===== src/rtl/uart_rx_fifo_if.sv =====
`timescale 1ns/1ps
`default_nettype none
// ============================================================================
// Module  : uart_rx_fifo_if
// Brief   : Receive-byte valid/ready stream from the UART RX FIFO to the CPU.
// Revision: 1.0 - initial release
// ============================================================================
interface uart_rx_fifo_if;
  logic [7:0] data;
  logic       valid;
  logic       ready;

  modport master (output data, output valid, input ready);
  modport slave  (input data, input valid, output ready);
endinterface
`default_nettype wire


===== src/rtl/uart_rx_fifo.sv =====
`timescale 1ns/1ps
`default_nettype none
// ============================================================================
// Module  : uart_rx_fifo
// Brief   : 8N1 UART receiver with mid-bit sampling, sticky error flags and
//           a first-word fall-through receive FIFO drained by valid/ready.
// Revision: 1.0 - initial release
// ============================================================================
module uart_rx_fifo #(
  parameter int CLK_FREQ_HZ = 50_000_000,
  parameter int BAUD        = 115200,
  parameter int FIFO_DEPTH  = 4
) (
  input  wire logic          clk,
  input  wire logic          rst,
  input  wire logic          i_rxd,
  input  wire logic          i_err_clr,
  output logic               o_frame_err,
  output logic               o_overrun,
  uart_rx_fifo_if.master     o_rx
);

  localparam int c_clks_per_bit = CLK_FREQ_HZ / BAUD;
  localparam int CW             = $clog2(c_clks_per_bit) + 1;
  localparam int PW             = $clog2(FIFO_DEPTH);

  localparam logic [CW-1:0] c_half_last = CW'(c_clks_per_bit / 2 - 1);
  localparam logic [CW-1:0] c_bit_last  = CW'(c_clks_per_bit - 1);
  localparam logic [CW-1:0] c_ccnt_one  = CW'(1);
  localparam logic [PW-1:0] c_ptr_one   = PW'(1);
  localparam logic [PW:0]   c_cnt_one   = (PW+1)'(1);
  localparam logic [PW:0]   c_depth     = (PW+1)'(FIFO_DEPTH);

  typedef enum logic [1:0] {S_IDLE, S_START, S_DATA, S_STOP} state_t;

  state_t        r_state, w_state_nxt;
  logic          r_sync1, r_sync2;
  logic [CW-1:0] r_ccnt, w_ccnt_nxt;
  logic [2:0]    r_bcnt, w_bcnt_nxt;
  logic [7:0]    r_shift, w_shift_nxt;
  logic          r_seen_high, w_seen_nxt;
  logic          w_push_req, w_ferr_set;
  logic          w_rx_s;

  logic [7:0]    r_mem [FIFO_DEPTH];
  logic [PW-1:0] r_rd_ptr, r_wr_ptr, w_rd_nxt;
  logic [PW:0]   r_count;
  logic [7:0]    r_data;
  logic          r_frame_err, r_overrun;
  logic          w_valid, w_full, w_pop, w_do_push, w_ovr_set;

  assign w_rx_s = r_sync2;

  always_ff @(posedge clk or posedge rst) begin
    if (rst) begin
      r_sync1 <= 1'b1;
      r_sync2 <= 1'b1;
    end else begin
      r_sync1 <= i_rxd;
      r_sync2 <= r_sync1;
    end
  end

  always_ff @(posedge clk or posedge rst) begin
    if (rst) begin
      r_state     <= S_IDLE;
      r_ccnt      <= '0;
      r_bcnt      <= '0;
      r_shift     <= '0;
      r_seen_high <= 1'b0;
    end else begin
      r_state     <= w_state_nxt;
      r_ccnt      <= w_ccnt_nxt;
      r_bcnt      <= w_bcnt_nxt;
      r_shift     <= w_shift_nxt;
      r_seen_high <= w_seen_nxt;
    end
  end

  // seen_high is only refreshed in IDLE and at the stop-bit sample, so a
  // held-low line (break) cannot restart a frame until it returns high.
  always_comb begin
    w_state_nxt = r_state;
    w_ccnt_nxt  = r_ccnt + c_ccnt_one;
    w_bcnt_nxt  = r_bcnt;
    w_shift_nxt = r_shift;
    w_seen_nxt  = r_seen_high;
    w_push_req  = 1'b0;
    w_ferr_set  = 1'b0;
    case (r_state)
      S_IDLE: begin
        w_ccnt_nxt = '0;
        if (w_rx_s) begin
          w_seen_nxt = 1'b1;
        end else if (r_seen_high) begin
          w_seen_nxt  = 1'b0;
          w_state_nxt = S_START;
        end
      end
      S_START: begin
        if (r_ccnt == c_half_last) begin
          w_ccnt_nxt  = '0;
          w_bcnt_nxt  = '0;
          w_state_nxt = w_rx_s ? S_IDLE : S_DATA;
        end
      end
      S_DATA: begin
        if (r_ccnt == c_bit_last) begin
          w_ccnt_nxt  = '0;
          w_shift_nxt = {w_rx_s, r_shift[7:1]};
          w_bcnt_nxt  = r_bcnt + 3'd1;
          if (r_bcnt == 3'd7) w_state_nxt = S_STOP;
        end
      end
      S_STOP: begin
        if (r_ccnt == c_bit_last) begin
          w_ccnt_nxt  = '0;
          w_seen_nxt  = w_rx_s;
          w_push_req  = w_rx_s;
          w_ferr_set  = ~w_rx_s;
          w_state_nxt = S_IDLE;
        end
      end
      default: w_state_nxt = S_IDLE;
    endcase
  end

  assign w_valid   = (r_count != '0);
  assign w_full    = (r_count == c_depth);
  assign w_pop     = w_valid & o_rx.ready;
  assign w_do_push = w_push_req & (~w_full | w_pop);
  assign w_ovr_set = w_push_req & w_full & ~w_pop;
  assign w_rd_nxt  = w_pop ? r_rd_ptr + c_ptr_one : r_rd_ptr;

  // DATA is a register tracking the post-update head; a byte pushed into the
  // slot that becomes the head must bypass the memory.
  always_ff @(posedge clk or posedge rst) begin
    if (rst) begin
      for (int i = 0; i < FIFO_DEPTH; i++) r_mem[i] <= '0;
      r_rd_ptr <= '0;
      r_wr_ptr <= '0;
      r_count  <= '0;
      r_data   <= '0;
    end else begin
      if (w_do_push) begin
        r_mem[r_wr_ptr] <= r_shift;
        r_wr_ptr        <= r_wr_ptr + c_ptr_one;
      end
      r_rd_ptr <= w_rd_nxt;
      if (w_do_push && !w_pop)      r_count <= r_count + c_cnt_one;
      else if (!w_do_push && w_pop) r_count <= r_count - c_cnt_one;
      if (w_do_push || w_pop)
        r_data <= (w_do_push && (w_rd_nxt == r_wr_ptr)) ? r_shift : r_mem[w_rd_nxt];
    end
  end

  always_ff @(posedge clk or posedge rst) begin
    if (rst) begin
      r_frame_err <= 1'b0;
      r_overrun   <= 1'b0;
    end else begin
      if (w_ferr_set)     r_frame_err <= 1'b1;
      else if (i_err_clr) r_frame_err <= 1'b0;
      if (w_ovr_set)      r_overrun   <= 1'b1;
      else if (i_err_clr) r_overrun   <= 1'b0;
    end
  end

  assign o_rx.data   = r_data;
  assign o_rx.valid  = w_valid;
  assign o_frame_err = r_frame_err;
  assign o_overrun   = r_overrun;

endmodule
`default_nettype wire

===== src/flat_wrapper.sv =====
// flat-port wrapper written by rule: the top's interface ports become plain ports
module uart_rx_fifo_flat 
#(
  parameter int CLK_FREQ_HZ = 50_000_000,
  parameter int BAUD        = 115200,
  parameter int FIFO_DEPTH  = 4
)
  (clk, rst, i_rxd, i_err_clr, o_frame_err, o_overrun, o_rx_data, o_rx_valid, o_rx_ready);
  uart_rx_fifo_if o_rx_i ();
  input  wire logic clk;
  input  wire logic rst;
  input  wire logic i_rxd;
  input  wire logic i_err_clr;
  output logic o_frame_err;
  output logic o_overrun;
  output wire logic [$bits(o_rx_i.data)-1:0] o_rx_data;
  output wire logic [$bits(o_rx_i.valid)-1:0] o_rx_valid;
  input wire logic [$bits(o_rx_i.ready)-1:0] o_rx_ready;
  assign o_rx_data = o_rx_i.data;
  assign o_rx_valid = o_rx_i.valid;
  assign o_rx_i.ready = o_rx_ready;
  uart_rx_fifo #(.CLK_FREQ_HZ(CLK_FREQ_HZ), .BAUD(BAUD), .FIFO_DEPTH(FIFO_DEPTH)) u_core (.clk(clk), .rst(rst), .i_rxd(i_rxd), .i_err_clr(i_err_clr), .o_frame_err(o_frame_err), .o_overrun(o_overrun), .o_rx(o_rx_i));
endmodule

===== config.mk =====
export PLATFORM = sky130hd
export DESIGN_NAME = uart_rx_fifo_flat
export DESIGN_NICKNAME = d
export VERILOG_FILES = /design/src/rtl/uart_rx_fifo_if.sv /design/src/rtl/uart_rx_fifo.sv /design/src/flat_wrapper.sv
export SDC_FILE = /design/constraint.sdc
export NUM_CORES = 1
export LEC_CHECK = 0
export BUFFER_PORTS_ARGS = -buffer_cell sky130_fd_sc_hd__buf_2
export CORE_MARGIN = 1.5
export CORE_UTILIZATION = 60
export DETAILED_ROUTE_END_ITERATION = 12
export HOLD_SLACK_MARGIN = 0.12
export PLACE_DENSITY_LB_ADDON = 0.2
export SYNTH_ARGS = -nofsm -noshare
export SYNTH_HDL_FRONTEND = slang
export SYNTH_SLANG_ARGS = --single-unit

===== constraint.sdc =====
create_clock -name clk -period 3.3 [get_ports clk]
set_input_delay 0.99 -clock clk [delete_from_list [all_inputs] [get_ports clk]]
set_output_delay 0.99 -clock clk [all_outputs]
set_load 0.01 [all_outputs]

==> out/metrics.yaml, run 1 <==
worstSkewPairLatency_ns: 0.35
worst-path-max-fanout: 18
ctsHtreeMaxLevel: 3
post_route_cells_drive_above_1_share_pct: 27.4
cts_hold_repair.buffers: 0
max_slew_margin_vs_limit_pct: 50.5
final_min_period_over_clock_period_pct: 81.4
overflow: 0
drt-total-wl_um: 7370
layout.nets: 359
detailed_route_iter0_violations: 168
grt_pass1_vias: 2410
multi_input_area_mm2: 0.00178
initial_utilization_pct: 62.9
cp.arrival_ns: 2.90
yosysUniqueCellTypes: 52
timing.critical_path.to_type: "flip-flop"
place_congestion: 0.811
remaining_drc_errors: 0
cts_repair_resize_count: 0
hold_violations: 0
worstSetupStartpoint: "o_rx_ready"
postSynthAreaPerCell_um2: 11.9
synth_area_mm2: 0.00377
yosys.area.top_type: "dfrtp_1"
critical_path.cell_chain: "buf_2 -> or4b_1 -> nand4_4 -> ha_1 -> nor2b_1 -> a32oi_1 -> o31ai_1"
drt_pre_antenna_iters: 4
synth.yosys.seq_area_share_pct: 49.8
num-fill-cells: 435
synth-edff-count: 0
final_sum_of_negative_setup_slack_ns: 0
timing.final.max_slew_violations: 0
netlist_top_cells_area: "dfrtp_1, mux2_2, ha_1"
post-route-min-period_ns: 2.69
antenna_violating_nets_post_route: 0
worst_clock_skew_ns: 0.00689
worst_hold_slack_ns: 0.368
rsz0062_at_grt: "no"
worst-r2r-setup-slack_ns: 0.65
clockBufferDepth: 2
avgRoutedWirePerCell_um: 17.6
cts.clk_slew.worst_paths_ns: 0.08
critPathRequiredTime_ns: 3.51
ys_dominant_reg_cell: "dfrtp_1"
max_cap_viol_count: 0
cts-buffers-inserted: 9
worstReg2RegEnd: "u_core.r_count[2]"
max-vdd-ir-drop_mv: 0.290
finish.utilization_pct: 70.5
total_power_density_per_cell_area_mw_per_mm2: 524
synth_cells: 316
asyncSetResetFlopFracSynth_pct: 100
vias_after_detailed_routing: 2524
core_area_mm2: 0.00599
die_x_um: 82.3
min_path_type: "reg -> reg"
highest_clock_frequency_the_design_can_meet_ghz: 0.372
ys_warn_count: 0
grt_usage_pct: 24.0
place.port_buffers: 15
pin_count_of_the_biggest_net_entering_global_routing: 64
postCtsSetupRepairBufs: 0
pin_slew_with_the_least_headroom_to_its_limit_ns: 0.731
die_area_mm2: 0.00677
std_cell_rows: 28
timing.reg2reg.worst_path_depth: 12
dp.cells: 402
slowest_stage: "or4b_1"
seq_area_mm2: 0.00188
die_y_um: 82.3
tritoncts_clock_tree: "done"
grt_first_pass_wirelength_um: 12000
antenna_found_initial: 0
setup_viol: 0
cpPeakStageDelay_ns: 0.56
synth_nets: 337
pin_count: 16
cp-endpoint: "u_core.o_rx.data[6]"
layout_area_growth_over_synthesis_pct: 12.0
cts_num_sinks: 75
detail_route.vias_per_cell: 6.04
timing.critical_path.from_type: "primary input"
ys_ff_latch: 75
dp_hpwl_um: 5010
cts_root_buffer: "clkbuf_8"
insertedDiodeCount: 0
finalNonFillerCells: 418
synth.top_cell.area_share_pct: 48.4
crit-reg2reg-launch: "u_core.r_ccnt[1]"
outcome: "finished, final reports clean"
criticalPathCategory: "in -> reg"
power.static_leakage_nw: 1.97
whs_path_depth: 0
==> registers in the layout, indices dropped and copies added (netlist names), named ones only <==
signal / count
u_core.r_mem: 32
u_core.r_ccnt: 10
u_core.o_rx.data: 8
u_core.r_shift: 8
u_core.r_bcnt: 3
u_core.r_count: 3
u_core.r_rd_ptr: 2
u_core.r_wr_ptr: 2
u_core.o_frame_err: 1
u_core.o_overrun: 1
u_core.r_seen_high: 1
u_core.r_state: 1
u_core.r_sync1: 1
u_core.r_sync2: 1
==> cell usage after synthesis, types with 2 or more instances <==
master and count:
o221ai_1 4, nand3_1 8, nor2b_1 4, nor2_1 13, dfrtp_1 73, inv_1 15
buf_2 3, mux2_2 44, o21ai_0 9, ha_1 15, o32ai_1 3, a21oi_1 3
xnor2_1 6, nand2_1 23, a221oi_1 4, mux2i_1 4, a32oi_1 2, nor3_1 15
clkbuf_1 5, nor3b_1 2, o31ai_1 8, xor2_1 8, dfstp_2 2, nand2b_1 4
o2bb2ai_1 4, inv_2 2, o22ai_1 2, and3_1 4, a31oi_1 4
==> metal layers <==
| layer | track usage [%] | routed length [um] |
|---|---|---|
| met4 | 8.98 | 187 |
| met3 | 5.49 | 360 |
| met1 | 34.5 | 3530 |
| met2 | 35.2 | 3290 |
| met5 | 0 | 0 |
==> per-stage QoR <==
stage | area, um^2 | setup WS, ns | total power [mW]
after floorplan | 3770 | 0.315 | 1.21
after global placement | 3950 | 0.363 | 1.27
after detailed placement | 3950 | 0.307 | 1.28
after CTS | 4220 | 0.618 | 2.22
after global routing | 4220 | 0.497 | 2.31
final | 4220 | 0.615 | 2.21
==> cells by family (layout without fill, tap and decap cells) <==
kind of cell / after synthesis / in the layout / synth area share (%)
xor+xnor: 15 / 15 / 3.98
buf+inv: 27 / 54 / 2.99
simple gates: 81 / 81 / 12.0
fa+ha+maj: 16 / 16 / 5.51
mux: 48 / 48 / 14.2
compound gates: 54 / 54 / 11.5
flops: 75 / 75 / 49.8
==> worst min-delay path by stage <==
stage | end | startpoint
6_report | u_core.r_sync2 | u_core.r_sync1
5_1_grt | u_core.r_sync2 | u_core.r_sync1
4_1_cts | u_core.r_sync2 | u_core.r_sync1
3_5_place_dp | u_core.r_sync2 | u_core.r_sync1
3_3_place_gp | u_core.r_sync2 | u_core.r_sync1
2_1_floorplan | u_core.r_sync2 | u_core.r_sync1
==> power breakdown <==
group | leakage, nW | internal [mW] | switching, mW
registers | 1.02 | 0.955 | 0.0432
clock network | 0.133 | 0.600 | 0.342
logic | 0.811 | 0.0997 | 0.171
total | 1.97 | 1.66 | 0.556
==> final cells by class <==
cell class | count | area share [%]
clock buffers | 10 | 3.26
clock inverters | 6 | 3.23
inverters | 17 | 1.51
multi-input cells | 214 | 42.1
flip-flops and latches | 75 | 44.5
well taps | 75 | 2.22
repair buffers | 21 | 3.14
==> worst max-delay path: cells and delay by family <==
family                     cells  cell delay, ns
AOI/OAI and AO/OA              2            0.36
buffers and inverters          1            0.11
adders and majority gates      1            0.55
and+or+nand+nor                3            0.88
==> layout by cell type, fill, tap and decap left out, drive strengths merged, types with 2 or more instances in the layout <==
| cell | instances |
|---|---|
| mux2 | 44 |
| o32ai | 3 |
| nand2b | 4 |
| mux2i | 4 |
| nor2b | 4 |
| dfrtp | 73 |
| nand2 | 23 |
| nand3 | 8 |
| o2bb2ai | 4 |
| a221oi | 4 |
| o31ai | 8 |
| xnor2 | 7 |
| a31oi | 4 |
| nor2 | 13 |
| a21oi | 3 |
| clkbuf | 10 |
| nor3 | 16 |
| and3 | 4 |
| a32oi | 2 |
| nor3b | 2 |
| dfstp | 2 |
| o22ai | 2 |
| o21ai | 9 |
| xor2 | 8 |
| bufinv | 4 |
| inv | 17 |
| buf | 21 |
| o221ai | 4 |
| ha | 15 |
No activity file was read; power rests on OpenSTA's default activity.
==> run 2, diff against run 1 <==
ABC_AREA = 1   (was not set)
clock period = 2.7 ns   (was 3.3 ns; I/O delays follow)
==> run 2 against run 1 <==
Compared with the run above:
- cell count increased by 29%
- via count increased by 15%
- register-to-register slack got worse by 0.28 ns
- count of clock-buffer cells in the layout unchanged
- flip-flop and latch count unchanged
- sequential power increased by 38%
- power increased by 57%
- first-iteration DRC count increased by 56%
- clock power increased by 0.5%
- highest routed layer unchanged
- synthesized area increased by 0.43%
==> out/metrics.yaml, run 2 <==
insertedDiodeCount: 0  # unchanged
ys_warn_count: 0  # unchanged
worstSkewPairLatency_ns: 0.36  # was 0.35 ns
dp_hpwl_um: 5140  # was 5010 um
std_cell_rows: 28  # unchanged
ys_dominant_reg_cell: "dfrtp_1"  # unchanged
max_slew_margin_vs_limit_pct: 73.7  # was 50.5%
cts_repair_resize_count: 0  # unchanged
total_power_density_per_cell_area_mw_per_mm2: 838  # was 524 mW/mm^2
criticalPathCategory: "reg -> reg"  # was in -> reg
outcome: "finished, final reports clean"  # unchanged
grt_first_pass_wirelength_um: 12700  # was 12000 um
timing.final.max_slew_violations: 0  # unchanged
max-vdd-ir-drop_mv: 0.528  # was 0.290 mV
layout.nets: 479  # was 359
power.static_leakage_nw: 1.97  # about the same
netlist_top_cells_area: "dfrtp_1, nand2_1, nand3_1"  # was dfrtp_1, mux2_2, ha_1
clockBufferDepth: 2  # unchanged
power_mw: 3.46  # was 2.21 mW
rsz0062_at_grt: "no"  # unchanged
vias_after_detailed_routing: 2910  # was 2524
post_route_cells_drive_above_1_share_pct: 16.2  # was 27.4%
detail_route.vias_per_cell: 5.41  # was 6.04
max_cap_viol_count: 0  # unchanged
worst_clock_skew_ns: 0.0122  # was 0.00689 ns
post-route-min-period_ns: 2.33
pin_count: 16  # unchanged
yosysMostFrequentCell: "nand2_1"  # was dfrtp_1
worst_hold_slack_ns: 0.359  # was 0.368 ns
initial_utilization_pct: 63.2  # was 62.9%
synth_cells: 438  # was 316
hold_violations: 0  # unchanged
place_congestion: 0.804  # was 0.811
die_area_mm2: 0.00680  # was 0.00677 mm^2
cts_hold_repair.buffers: 0  # unchanged
worstSetupStartpoint: "u_core.r_ccnt[1]"  # was o_rx_ready
num-fill-cells: 452  # was 435
postCtsSetupRepairBufs: 0  # unchanged
cts_num_sinks: 75  # unchanged
crit-reg2reg-launch: "u_core.r_ccnt[1]"  # unchanged
pin_slew_with_the_least_headroom_to_its_limit_ns: 0.393  # was 0.731 ns
drt-total-wl_um: 7570  # was 7370 um
cp.arrival_ns: 2.56  # was 2.90 ns
timing.critical_path.to_type: "flip-flop"  # unchanged
place.port_buffers: 15  # unchanged
final_sum_of_negative_setup_slack_ns: 0  # unchanged
grt_pass1_vias: 2702  # was 2410
pin_count_of_the_biggest_net_entering_global_routing: 76  # was 64
critical_path.n_buffers_inverters: 3  # was 1
synth_area_mm2: 0.00379  # was 0.00377 mm^2
avgRoutedWirePerCell_um: 14.1  # was 17.6 um
critPathRequiredTime_ns: 2.93  # was 3.51 ns
cpPeakStageDelay_ns: 0.39  # was 0.56 ns
overflow: 0  # unchanged
timing.reg2reg.worst_path_depth: 14  # was 12
cts-buffers-inserted: 9  # unchanged
mostFrequentLayoutCell: "nand2_1"  # was dfrtp_1
core_area_mm2: 0.00599  # unchanged
postSynthAreaPerCell_um2: 8.65  # was 11.9 um^2
final_min_period_over_clock_period_pct: 86.4
ys_ff_latch: 75  # unchanged
min_path_type: "reg -> reg"  # unchanged
yosysUniqueCellTypes: 37  # was 52
die_x_um: 82.5  # was 82.3 um
synth_nets: 459  # was 337
highest_clock_frequency_the_design_can_meet_ghz: 0.429
top_regs: "u_core.r_mem (32), u_core.r_ccnt (10)"  # unchanged
layout_area_growth_over_synthesis_pct: 9.12  # was 12.0%
ctsHtreeMaxLevel: 3  # unchanged
cts.clk_slew.worst_paths_ns: 0.08  # about the same
setup_viol: 0  # unchanged
asyncSetResetFlopFracSynth_pct: 100  # unchanged
remaining_drc_errors: 0  # unchanged
finish.utilization_pct: 69.0  # was 70.5%
antenna_violating_nets_post_route: 0  # unchanged
drt_pre_antenna_iters: 5  # was 4
timing.critical_path.from_type: "flip-flop"  # was primary input
grt_usage_pct: 25.1  # was 24.0%
antenna_found_initial: 0  # unchanged
post_synth_most_frequent_cells: "nand2_1, dfrtp_1, nand3_1, o21ai_1, inv_1"  # was dfrtp_1, mux2_2, nand2_1
cts_root_buffer: "clkbuf_8"  # unchanged
synth.yosys.seq_area_share_pct: 49.6  # was 49.8%
detailed_route_iter0_violations: 262  # was 168
worst-path-max-fanout: 3  # was 18
die_y_um: 82.5  # was 82.3 um
critical_path.cell_chain: "inv_1 -> ha_1 -> nand2_1 -> clkinv_1 -> nand2_2 -> nor2_4 -> nand4_4 -> nor2_8 -> ha_1 -> inv_1 -> fa_1 -> a21boi_0 -> o21ai_0 -> xor2_1"  # was buf_2 -> or4b_1 -> nand4_4 -> ha_1 -> nor2b_1 -> a32oi_1 -> o31ai_1
worst_hold_startpoint: "u_core.r_sync1"  # unchanged
final_cell_mix: "nand2_1, dfrtp_1, nand3_1"  # was dfrtp_1, mux2_2, nand2_1
path_depth: 14  # was 7
slowest_stage: "dfrtp_1"  # was or4b_1
largest_register_ff_count: 32  # unchanged
regMostFlops: "u_core.r_mem"  # unchanged
tritoncts_clock_tree: "done"  # unchanged
whs_path_depth: 0  # unchanged
synth-edff-count: 0  # unchanged
synth.top_cell.area_share_pct: 48.2  # was 48.4%
cpLargestDelayFamily: "adder cells"  # was simple AND/OR/NAND/NOR gates
yosys.area.top_type: "dfrtp_1"  # unchanged
run 2: final timing paths:
check / endpoint / slack (ns)
worst max-delay path: u_core.r_count[2] / 0.37
min in group asynchronous: u_core.o_overrun / 0.55
max in group asynchronous: u_core.r_sync1 / 1.80
worst min register to register: u_core.r_sync2 / 0.36
worst max register to register: u_core.r_count[2] / 0.37
worst min-delay path: u_core.r_sync2 / 0.36
run 2: area by class of cell:
type | count | area [um^2] | share of cell area (%)
Clock buffer | 10 | 128 | 3.09
Clock inverter | 6 | 90.1 | 2.18
Inverter | 42 | 161 | 3.91
Multi-Input combinational cell | 313 | 1680 | 40.6
Sequential cell | 75 | 1880 | 45.5
Tap cell | 75 | 93.8 | 2.27
Timing Repair Buffer | 17 | 103 | 2.48
run 2: logic make-up after synthesis:
logic type               synth area share (%)
buffers and inverters                    6.08
adder cells (fa/ha/maj)                  5.48
AND/OR/NAND/NOR                          28.6
flip-flops                               49.6
AO/OA/AOI/OAI                            8.49
XOR/XNOR                                 1.39
multiplexers                            0.297
run 2: per-stage QoR:
stage | cell area (um^2) | worst slack, ns | instances
floorplan | 3790 | 0.362 | 438
global placement | 3920 | 0.291 | 522
detailed placement | 3920 | 0.252 | 522
CTS | 4130 | 0.392 | 538
global route | 4130 | 0.200 | 538
finish | 4130 | 0.367 | 538
run 2: power by group:
group          switching (mW)  total (mW)  leakage (nW)  internal (mW)
Clock                   0.424       0.948         0.107          0.524
Combinational           0.769        1.13         0.854          0.362
Sequential              0.111        1.38          1.01           1.27
Total                    1.30        3.46          1.97           2.16
run 2: routing by layer:
layer | vias to the layer above | wire (um) | GRT usage, % | share of wire [%]
met4 | 0 | 136 | 7.63 | 1.8
met3 | 17 | 482 | 7.80 | 6.4
met5 | - | 0 | 0 | 0
met1 | 1348 | 3590 | 34.6 | 47
li1 | 1454 | - | - | -
met2 | 91 | 3360 | 38.0 | 44
